[src/rtl/stream_demux.sv]
// stream_demux: 1-to-2 registered demultiplexer with valid/ready handshakes.
// Each accepted input beat is routed to output A (select=0) or output B (select=1).
// Each output has its own output register, so a stalled consumer never blocks the
// other one. A per-output counter records every completed output handshake.
//
// Optional feature, enabled by defining STREAM_DEMUX_LAST_LOCK_EN:
// adds an i_last input and a two-state lock FSM (IDLE/LOCKED). While LOCKED,
// the destination latched on the first beat of a packet is held until the beat
// with i_last=1.
//
// Handshake semantics, for the input and both outputs: a beat transfers on a
// rising edge when valid && ready. A holder with valid=1 keeps its data and valid
// stable until ready. o_ready is combinational, does not look at i_valid, and
// reflects whether the slot picked by the effective select can take a beat.
module stream_demux #(
  parameter int DATA_WIDTH = 32,
  parameter int CNT_WIDTH  = 16
) (
  input  logic                  i_clk,
  input  logic                  i_reset,
  input  logic [DATA_WIDTH-1:0] i_data,
  input  logic                  i_valid,
  input  logic                  i_select,
`ifdef STREAM_DEMUX_LAST_LOCK_EN
  input  logic                  i_last,
`endif
  output logic                  o_ready,
  output logic [DATA_WIDTH-1:0] o_a_data,
  output logic                  o_a_valid,
  input  logic                  i_a_ready,
  output logic [DATA_WIDTH-1:0] o_b_data,
  output logic                  o_b_valid,
  input  logic                  i_b_ready,
  output logic [CNT_WIDTH-1:0]  o_a_count,
  output logic [CNT_WIDTH-1:0]  o_b_count
);

  localparam logic [CNT_WIDTH-1:0] CNT_ONE = {{(CNT_WIDTH-1){1'b0}}, 1'b1};

  logic                  a_valid_q, a_valid_d;
  logic                  b_valid_q, b_valid_d;
  logic [DATA_WIDTH-1:0] a_data_q, a_data_d;
  logic [DATA_WIDTH-1:0] b_data_q, b_data_d;
  logic [CNT_WIDTH-1:0]  a_count_q, a_count_d;
  logic [CNT_WIDTH-1:0]  b_count_q, b_count_d;

  logic sel_eff;
  logic a_drain, b_drain;
  logic a_can_load, b_can_load;
  logic accept;
  logic load_a, load_b;

`ifdef STREAM_DEMUX_LAST_LOCK_EN
  typedef enum logic {
    IDLE   = 1'b0,
    LOCKED = 1'b1
  } lock_state_t;

  // state_q is the lock FSM state; kept as a named signal so checkers can bind to it.
  lock_state_t state_q, state_d;
  logic        lock_sel_q, lock_sel_d;

  // While a packet is in flight the latched destination overrides i_select.
  always_comb begin
    sel_eff = (state_q == LOCKED) ? lock_sel_q : i_select;
  end

  // Next-state for the packet lock: enter on a non-last accept, leave on the last beat.
  always_comb begin
    state_d    = state_q;
    lock_sel_d = lock_sel_q;
    case (state_q)
      IDLE: begin
        if (accept && !i_last) begin
          state_d    = LOCKED;
          lock_sel_d = i_select;
        end
      end
      LOCKED: begin
        if (accept && i_last) begin
          state_d = IDLE;
        end
      end
      default: state_d = IDLE;
    endcase
  end

  // Lock FSM register.
  always_ff @(posedge i_clk or posedge i_reset) begin
    if (i_reset) begin
      state_q    <= IDLE;
      lock_sel_q <= 1'b0;
    end else begin
      state_q    <= state_d;
      lock_sel_q <= lock_sel_d;
    end
  end
`else
  // Without packet locking every beat is routed by its own select.
  always_comb begin
    sel_eff = i_select;
  end
`endif

  // Slot availability, input ready and per-slot load strobes.
  always_comb begin
    a_drain    = a_valid_q && i_a_ready;
    b_drain    = b_valid_q && i_b_ready;
    a_can_load = !a_valid_q || i_a_ready;
    b_can_load = !b_valid_q || i_b_ready;
    o_ready    = sel_eff ? b_can_load : a_can_load;
    accept     = i_valid && o_ready;
    load_a     = accept && !sel_eff;
    load_b     = accept && sel_eff;
  end

  // Next-state for both output slots and counters; a load wins over a drain.
  always_comb begin
    a_valid_d = a_valid_q;
    b_valid_d = b_valid_q;
    a_data_d  = a_data_q;
    b_data_d  = b_data_q;
    a_count_d = a_count_q;
    b_count_d = b_count_q;
    if (a_drain) begin
      a_valid_d = 1'b0;
      a_count_d = a_count_q + CNT_ONE;
    end
    if (b_drain) begin
      b_valid_d = 1'b0;
      b_count_d = b_count_q + CNT_ONE;
    end
    if (load_a) begin
      a_valid_d = 1'b1;
      a_data_d  = i_data;
    end
    if (load_b) begin
      b_valid_d = 1'b1;
      b_data_d  = i_data;
    end
  end

  // Output slot and counter registers; reset drops any held beat.
  always_ff @(posedge i_clk or posedge i_reset) begin
    if (i_reset) begin
      a_valid_q <= 1'b0;
      b_valid_q <= 1'b0;
      a_data_q  <= '0;
      b_data_q  <= '0;
      a_count_q <= '0;
      b_count_q <= '0;
    end else begin
      a_valid_q <= a_valid_d;
      b_valid_q <= b_valid_d;
      a_data_q  <= a_data_d;
      b_data_q  <= b_data_d;
      a_count_q <= a_count_d;
      b_count_q <= b_count_d;
    end
  end

  // Outputs come straight from registers.
  always_comb begin
    o_a_valid = a_valid_q;
    o_b_valid = b_valid_q;
    o_a_data  = a_data_q;
    o_b_data  = b_data_q;
    o_a_count = a_count_q;
    o_b_count = b_count_q;
  end

endmodule

[config.mk]
export PLATFORM = sky130hd
export DESIGN_NAME = stream_demux
export DESIGN_NICKNAME = d
export VERILOG_FILES = /design/src/rtl/stream_demux.sv
export SDC_FILE = /design/constraint.sdc
export NUM_CORES = 1
export LEC_CHECK = 0
export ABC_AREA = 1
export BUFFER_PORTS_ARGS = -buffer_cell sky130_fd_sc_hd__clkbuf_2
export CORE_MARGIN = 2
export CORE_UTILIZATION = 25
export CTS_CLUSTER_DIAMETER = 40
export DETAILED_ROUTE_END_ITERATION = 10
export GPL_TIMING_DRIVEN = 1
export PLACE_DENSITY_LB_ADDON = 0.15
export REMOVE_ABC_BUFFERS = 1
export SKIP_CTS_REPAIR_TIMING = 1
export SYNTH_ARGS = -nofsm -noshare
export SYNTH_HDL_FRONTEND = slang
export SYNTH_SLANG_ARGS = --single-unit
[constraint.sdc]
create_clock -name i_clk -period 4.36 [get_ports i_clk]
set_clock_uncertainty 0.15 [all_clocks]
set_input_delay 0.872 -clock i_clk [delete_from_list [all_inputs] [get_ports i_clk]]
set_output_delay 0.872 -clock i_clk [all_outputs]
set_load 0.02 [all_outputs]
==> summary.md, run 1 <==
| Metric | Value |
|---|---|
| Worst setup EP type | output port |
| Pleak | 2.91 nW |
| Buffers on Ports | 136 |
| Synthesized area | 4220 sq um |
| Vias in the first global route | 3143 |
| Die area | 17900 sq um |
| Max-Cap Viols | 0 |
| Cells after DPL | 774 |
| Filler cell count | 1747 |
| Slowest cell on crit path | clkbuf_2 |
| Top_reg_cell synth | dfrtp_1 |
| Synth Instances | 429 |
| Critical Path AT | 1.45 ns |
| GRT overflow | 0 |
| FP Rows | 47 |
| Starting density of the core | 25.5% |
| Register clock-pin slew on the reported worst setup and hold paths | 0.06 ns |
| Mux contribution to synthesized area | 0.267% |
| Setup-failing EPs final | 0 |
| Via count | 3112 |
| First-pass GRT wire length | 16000 um |
| Die H | 134 um |
| Fin util | 32.2% |
| Synth Area in Adders | 0.593% |
| Most used cell, CP | clkbuf_2 |
| Multi-input gate area | 1430 sq um |
| Crit-path max cell delay | 0.19 ns |
| Yosys warning total | 0 |
| Final period utilization | 56.7% |
| Setup TNS | 0 ns |
| Min cycle time layout | 2.47 ns |
| Largest family of logic cells by synthesized area | simple AND/OR/NAND/NOR gates |
| RSZ-0062 raised after global routing | false |
| Clock root buffer | clkbuf_16 |
| WL/cell | 11.9 um |
| Layout Cells excl Fill | 789 |
| Peak supply drop | 0.000184 V |
| Fin. max-slew vios | 0 |
| ANT cells | 0 |
| Share of layout cells above drive strength 1 | 33.4% |
| Largest net degree at the start of global routing | 66 |
| Hold WC Path Type | primary input to asynchronous set/reset pin |
| Initial antenna violation count | 0 |
| Top cell type's share of synthesized area | 58.1% |
| Startpoint type of the worst setup path | primary input |
| Nets | 605 |
| CP Cell Sequence | clkbuf_2 > inv_1 > nand2_1 > nor2_1 > a31oi_1 > clkbuf_2 |
| Core area | 16500 sq um |
| Routability congestion estimate from global placement | 0.695 |
| Die width | 134 um |
| Yosys reg bits | 98 |
| Simple-Gate Fraction of Synth Area | 17.7% |
| Post-synth ARST share | 100% |
| FF/Latch Area | 2450 sq um |
| Num CTS Buffers | 9 |
| Max clock buf depth | 2 |
| Final hold vios | 0 |
| Post-DRT Antenna Nets | 0 |
| Sink Count | 98 |
| Detailed Routing Iterations Pass 1 | 5 |
| Synth Area in Compound Gates | 10.1% |
| DR vias/cell | 3.94 |
| Syn_area_per_cell | 9.83 sq um |
| # DRC | 0 |
| Post-Synth XOR/XNOR Area | 4.98% |
| Total power | 0.00246 W |
| Worst path required time | 3.34 ns |
| Rel. slew slack | 40.9% |
| Synth top area cells | dfrtp_1, nand2_1, inv_1 |
| Post-synth EDFFs | 0 |
| Status | finished clean |
| Distinct cells, synth | 27 |
| GRT Util Overall | 11.3% |
| Largest area contributor in the netlist | dfrtp_1 |
| Clock H-tree levels | 3 |
| Worst-Margin Slew | 0.887 ns |
| Critical path class | primary input to output port |
| Initial DRC count | 76 |
| P&R area growth vs syn | 26.3% |
| TritonCTS clock tree | yes |
| WL final | 9410 um |
| Worst-path maximum fanout | 3 |
| Clock Latency Late Sink | 0.34 ns |
| Register area share after synthesis | 58.1% |
| Post-DP HPWL | 6760 um |
| Fmax | 0.405 GHz |
| I/O pins | 137 |
| Power density over the cells | 462 nW/um^2 |
-- routing by layer --
metal | part of all wire [%] | up-vias | wire length (um) | track usage (%)
met3 | 8.8 | 11 | 831 | 4.46
met2 | 44 | 91 | 4160 | 17.1
met5 | 0 | - | 0 | 0
met1 | 45 | 1400 | 4210 | 13.9
met4 | 2.2 | 0 | 210 | 5.67
li1 | - | 1610 | - | -
-- state kept, by name, indices dropped and copies added (netlist names) --
name	flops
o_a_data	32
o_b_data	32
o_a_count	16
o_b_count	16
o_a_valid	1
o_b_valid	1
-- worst max-delay path: cells and delay by family --
kind            cells  cell delay (ns)
buf+inv             3             0.33
simple gates        2             0.13
compound gates      1             0.13
-- cell usage in the layout, fill, tap and decap left out, types with 7 or more instances in the layout --
cell | Yosys | routed
xnor2_1 | 10 | 10
clkbuf_16 | 0 | 9
nor2_1 | 20 | 20
clkbuf_2 | 1 | 136
xor2_1 | 14 | 14
dfrtp_1 | 98 | 98
o21ai_2 | 23 | 23
nand3_1 | 14 | 14
o21ai_1 | 37 | 37
inv_1 | 56 | 55
nand2_1 | 112 | 112
o21ai_0 | 7 | 7
-- cell usage after synthesis, types with 4 or more instances --
master and count:
nand2_2 4, buf_6 10, nand3_1 14, nor2_1 20, inv_1 56, o21ai_0 7
dfrtp_1 98, o21ai_1 37, xnor2_1 10, nand2_1 112, o21ai_2 23, xor2_1 14
-- through the flow --
stage,hold WS (ns),worst slack (ns),cell area [sq um]
2_1_floorplan,0.443,0.776,4080
3_3_place_gp,0.317,1.87,5070
3_5_place_dp,0.321,1.81,5070
4_1_cts,0.340,1.89,5330
5_1_grt,0.361,1.85,5330
6_report,0.340,1.89,5330
-- logic make-up (layout without fill, tap and decap cells) --
logic type	after synthesis	count (layout)
xor gates and xnor gates	24	24
DFF	98	98
and+or+nand+nor	166	166
buffers and inverters	70	210
adders and majority gates	2	2
muxes	1	1
AOI/OAI and AO/OA	68	68
-- layout make-up --
type / instances / share of cell area [%]
clock buffer: 13 / 4.51
clock inverter: 2 / 0.282
inverter: 56 / 3.99
multi-input combinational: 261 / 26.8
sequential: 98 / 46.1
tap: 220 / 5.17
timing repair buffer: 139 / 13.2
-- path summary, 6_finish.rpt --
path / cells after the start / slack (ns) / end / startpoint
max reg2reg: 4 / 2.43 / o_b_data[23]$_DFFE_PP0P_ / o_b_valid$_DFFE_PP0P_
min: 2 / 0.34 / o_a_data[18]$_DFFE_PP0P_ / i_reset
max in group asynchronous: 3 / 2.92 / o_a_count[3]$_DFFE_PP0P_ / i_reset
min reg2reg: 2 / 0.34 / o_b_data[22]$_DFFE_PP0P_ / o_b_data[22]$_DFFE_PP0P_
min in group i_clk: 2 / 0.34 / o_b_data[22]$_DFFE_PP0P_ / o_b_data[22]$_DFFE_PP0P_
max: 6 / 1.89 / o_ready / i_a_ready
-- power breakdown --
group	switching, W	internal (W)	total [W]
combinational	0.000387	0.000201	0.000588
clock	0.000326	0.000385	0.000710
sequential	0.000113	0.00105	0.00116
total	0.000825	0.00164	0.00246
(Power assumes the default switching activity.)
==> inputs of run 2 (changes only) <==
- ABC_AREA: 1 -> 0
- clock period: 4.36 -> 2.29 ns (I/O delays scaled with it)
==> run 2 against run 1 <==
Effect of this change:
- first-iteration DRC count is 12% lower
- sequential cell count did not move
- critical endpoint unchanged
- critical path depth decreased by 3
- combinational power is 100% higher
- sequential share of layout area grew 1.5 points
- critical path type is now flip-flop to output port
- cell count fell by 24%
- core utilization rose by 1.8 points
- worst hold slack got worse by 0.15 ns
- setup slack got worse by 1.5 ns
==> summary.md, run 2 <==
| Metric | Value |
|---|---|
| Status | finished clean |
| Yosys reg bits | 98 |
| DR vias/cell | 4.22 |
| Initial antenna violation count | 0 |
| WL final | 8560 um |
| Sequential share of power | 43.4% |
| Peak supply drop | 0.000392 V |
| Die width | 128 um |
| Critical Path AT | 1.31 ns |
| Design internal power | 0.00361 W |
| Worst setup EP type | output port |
| Combinational power share | 22.8% |
| Fmax | 0.520 GHz |
| Post-synth ARST share | 100% |
| Via count | 2543 |
| NetSw | 0.00158 W |
| Post-synth EDFFs | 0 |
| Cells after DPL | 586 |
| Min-delay src | i_data[24] |
| GRT overflow | 0 |
| WHS | 0.195 ns |
| Starting density of the core | 25.5% |
| Share of layout cells above drive strength 1 | 56.1% |
| Synth top area cells | dfrtp_1, mux2_2, xnor2_1 |
| Clock H-tree levels | 3 |
| Clock power frac | 33.9% |
| Post-DP HPWL | 6060 um |
| Die area | 16500 sq um |
| Synthesized area | 3870 sq um |
| Largest net degree at the start of global routing | 47 |
| WL/cell | 14.2 um |
| Hold WC Path Type | primary input to flip-flop |
| Synth Instances | 263 |
| Min cycle time layout | 1.92 ns |
| Detailed Routing Iterations Pass 1 | 4 |
| ANT cells | 0 |
| Net Sw Frac | 30.5% |
| FP Rows | 45 |
| Register area share after synthesis | 63.4% |
| Final hold vios | 0 |
| Initial DRC count | 67 |
| Critical path class | flip-flop to output port |
| # DRC | 0 |
| Worst path required time | 1.68 ns |
| Clock root buffer | clkbuf_16 |
| Worst-Margin Slew | 0.390 ns |
| RSZ-0062 raised after global routing | false |
| Fin. max-slew vios | 0 |
| Vias in the first global route | 2648 |
| TritonCTS clock tree | yes |
| Worst-path maximum fanout | 5 |
| Critical Path Source | o_a_valid$_DFFE_PP0P_ |
| Top cell type's share of synthesized area | 63.4% |
| First-pass GRT wire length | 13800 um |
| Clock Latency Late Sink | 0.34 ns |
| Commonest cells in the netlist | dfrtp_1, mux2_2, xnor2_1 |
| P&R area growth vs syn | 33.4% |
| Power density over the cells | 1010 nW/um^2 |
| Setup TNS | 0 ns |
| Max-Cap Viols | 0 |
| Fin util | 34.1% |
| Total power | 0.00519 W |
| Max clock buf depth | 2 |
| Final period utilization | 83.9% |
| Syn_area_per_cell | 14.7 sq um |
| Core area | 15100 sq um |
| Worst r2r src | o_a_count[0]$_DFFE_PP0P_ |
| Post-DRT Antenna Nets | 0 |
| Top_reg_cell synth | dfrtp_1 |
| Largest area contributor in the netlist | dfrtp_1 |
| Nets | 450 |
| Register clock-pin slew on the reported worst setup and hold paths | 0.07 ns |
| Die H | 128 um |
| GRT Util Overall | 10.9% |
| Setup-failing EPs final | 0 |
| Commonest non-fill, non-tap cell in the layout | clkbuf_2 |
| Cell with the most instances after synthesis | dfrtp_1 |
| Pleak | 2.53 nW |
| Yosys warning total | 0 |
| Num CTS Buffers | 9 |
| Layout Cells excl Fill | 603 |
| Startpoint type of the worst setup path | flip-flop |
| I/O pins | 137 |
| Distinct cells, synth | 24 |
| Sink Count | 98 |
| Routability congestion estimate from global placement | 0.674 |
| Most frequent cells in the layout | clkbuf_2, dfrtp_1, mux2_2, xnor2_1, nand2_1 |
| Rel. slew slack | 74.0% |
| Buffers on Ports | 136 |
-- run 2: through the flow --
| stage | setup WS (ns) | area (sq um) |
|---|---|---|
| detailed placement | 0.440 | 4800 |
| global placement | 0.461 | 4800 |
| CTS | 0.328 | 5150 |
| floorplan | -0.880 | 3810 |
| finish | 0.368 | 5160 |
| global route | 0.295 | 5160 |
-- run 2: kinds of logic after synthesis --
family                     after synthesis  synth area share [%]
xor gates and xnor gates                30                  6.79
and+or+nand+nor                         55                  7.73
buffers and inverters                   11                  1.94
muxes                                   67                  19.5
DFF                                     98                  63.4
adders and majority gates                2                 0.647
-- run 2: layout make-up --
cell class              count  area (sq um)
clock inverters             6           114
flip-flops and latches     98          2450
clock buffers              10           239
fillers                  1496          9990
well taps                 188           235
repair buffers            143           761
inverters                   4          17.5
multi-input cells         154          1340
-- run 2: critical path, stage by stage, from the launching register on --
cell	delay, ns
dfrtp_1	0.43
nand2b_2	0.11
mux2_2	0.27
clkbuf_2	0.16
-- run 2: power by group through the flow --
stage                     clock network, W  logic [W]  registers, W
after floorplan                          0   0.000369       0.00263
after global placement                   0    0.00120       0.00227
after detailed placement                 0    0.00121       0.00228
after CTS                          0.00183    0.00121       0.00225
after global routing               0.00190    0.00129       0.00229
final                              0.00176    0.00118       0.00225
-- run 2: layer usage --
metal  global-route usage (%)  part of all wire [%]  vias up
li1                         -                     -     1197
met1                     14.0                    45     1247
met2                     16.0                    44       88
met3                     4.32                   8.6       11
met4                     5.62                   2.1        0
met5                        0                     0        -
-- run 2: path summary, 6_finish.rpt --
kind                                                  end  slack, ns  depth (start not counted)
worst max-delay path                              o_ready       0.37                          3
worst min-delay path             o_b_data[24]$_DFFE_PP0P_       0.19                          2
worst max register to register   o_a_count[8]$_DFFE_PP0P_       0.68                          5
worst min register to register  o_a_count[15]$_DFFE_PP0P_       0.33                          1
max in group asynchronous       o_b_count[13]$_DFFE_PP0P_       0.92                          4
min in group asynchronous        o_b_data[21]$_DFFE_PP0P_       0.50                          3
==> inputs of run 3 (changes only) <==
- clock period: 2.29 -> 1.9 ns (I/O delays scaled with it)
==> run 3 against run 2 <==
Effect of this change:
- combinational power up 21%
- critical path depth stayed put
- core utilization shrank 0.24 points
- wire length up 1.1%
- clock-buffer cell count increased by 2
- clock power about the same
- non-clock buffer count unchanged
- setup slack got worse by 0.28 ns
- largest cell class unchanged
==> summary.md, run 3 (same netlist as run 2, synthesis figures left out) <==
| Metric | Value |
|---|---|
| Status | finished clean |
| Die H | 128 um |
| Fin. max-slew vios | 0 |
| Max clock buf depth | 2 |
| Register clock-pin slew on the reported worst setup and hold paths | 0.07 ns |
| I/O pins | 137 |
| Final hold vios | 0 |
| TritonCTS clock tree | yes |
| Clock Latency Late Sink | 0.35 ns |
| WHS | 0.114 ns |
| P&R area growth vs syn | 32.4% |
| Worst r2r src | o_a_count[0]$_DFFE_PP0P_ |
| RSZ-0062 raised after global routing | false |
| Final period utilization | 95.1% |
| GRT Util Overall | 11.1% |
| Vias in the first global route | 2680 |
| Fmax | 0.553 GHz |
| Max-Cap Viols | 0 |
| Share of layout cells above drive strength 1 | 56.3% |
| Detailed Routing Iterations Pass 1 | 4 |
| GRT overflow | 0 |
| Setup-failing EPs final | 0 |
| Power density over the cells | 1160 nW/um^2 |
| Critical Path Source | o_a_valid$_DFFE_PP0P_ |
| FF/Latch Area | 2450 sq um |
| Post-DP HPWL | 5970 um |
| FP Rows | 45 |
| WL/cell | 14.4 um |
| Via count | 2560 |
| Fin util | 33.8% |
| Core area | 15100 sq um |
| Worst path required time | 1.37 ns |
| Rel. slew slack | 74.0% |
| Worst-path maximum fanout | 5 |
| Layout Cells excl Fill | 602 |
| Multi-input gate area | 1340 sq um |
| Routability congestion estimate from global placement | 0.678 |
| Die width | 128 um |
| WL final | 8650 um |
| DR vias/cell | 4.25 |
| Peak supply drop | 0.000602 V |
| Filler cell count | 1502 |
| Cells after DPL | 585 |
| Initial DRC count | 79 |
| Setup TNS | 0 ns |
| Post-DRT Antenna Nets | 0 |
| First-pass GRT wire length | 14000 um |
| Buffers on Ports | 136 |
| Most frequent cells in the layout | clkbuf_2, dfrtp_1, mux2_2, xnor2_1, nand2_1 |
| Sink Count | 98 |
| Startpoint type of the worst setup path | flip-flop |
| Worst-Margin Slew | 0.388 ns |
| Num CTS Buffers | 9 |
| Pleak | 2.51 nW |
| Min-delay src | i_data[24] |
| Critical Path AT | 1.28 ns |
| Die area | 16500 sq um |
| Hold WC Path Type | primary input to flip-flop |
| Min cycle time layout | 1.81 ns |
| Commonest non-fill, non-tap cell in the layout | clkbuf_2 |
| Area post-placement | 4810 sq um |
| Clock root buffer | clkbuf_16 |
| # DRC | 0 |
| Clock H-tree levels | 3 |
| Worst setup EP type | output port |
| Critical path class | flip-flop to output port |
| ANT cells | 0 |
| Initial antenna violation count | 0 |
| Largest net degree at the start of global routing | 51 |
| Starting density of the core | 25.5% |
| Finished Cell Area | 5120 sq um |
| Nets | 450 |
run 3: cell types whose count changed in the layout (fill, tap and decap cells not counted), sizes merged:
cell / change
bufinv: -3
clkbuf: +2
run 3: power by group:
part / internal (W) / total [W] / leakage (nW) / switching [W]
Combinational: 0.000587 / 0.00143 / 1.16 / 0.000844
Clock: 0.000991 / 0.00178 / 0.137 / 0.000791
Sequential: 0.00245 / 0.00272 / 1.21 / 0.000274
run 3: final timing paths:
check	endpoint	cells past startpoint	slack (ns)
worst min-delay path	o_b_data[24]$_DFFE_PP0P_	2	0.11
min in group asynchronous	o_a_data[21]$_DFFE_PP0P_	4	0.49
worst max register to register	o_a_count[8]$_DFFE_PP0P_	5	0.27
worst max-delay path	o_ready	3	0.09
max in group asynchronous	o_b_count[6]$_DFFE_PP0P_	4	0.85
worst min register to register	o_a_count[15]$_DFFE_PP0P_	1	0.32
run 3: metrics by stage:
stage,power [W],worst slack (ns)
6_report,0.00593,0.0929
3_3_place_gp,0.00419,0.177
2_1_floorplan,0.00361,-1.19
4_1_cts,0.00607,0.00608
3_5_place_dp,0.00421,0.153
5_1_grt,0.00630,0.0312
run 3: final cells by class:
type,count,share of cell area (%)
repair buffers,143,15.3
flip-flops and latches,98,47.9
inverters,4,0.342
clock buffers,12,5.20
multi-input cells,154,26.2
clock inverters,3,0.464
well taps,188,4.59
run 3: metal layers:
metal / global-route usage, % / vias up / routed length (um)
met5: 0 / - / 0
met4: 4.65 / 0 / 164
met3: 5.74 / 10 / 879
met2: 16.1 / 88 / 3820
met1: 13.9 / 1265 / 3790
li1: - / 1197 / -
run 3: worst max-delay path, stage by stage, from the launching register on:
cell and delay (ns):
dfrtp_2 0.41, nand2b_2 0.10, mux2_2 0.26, clkbuf_2 0.17
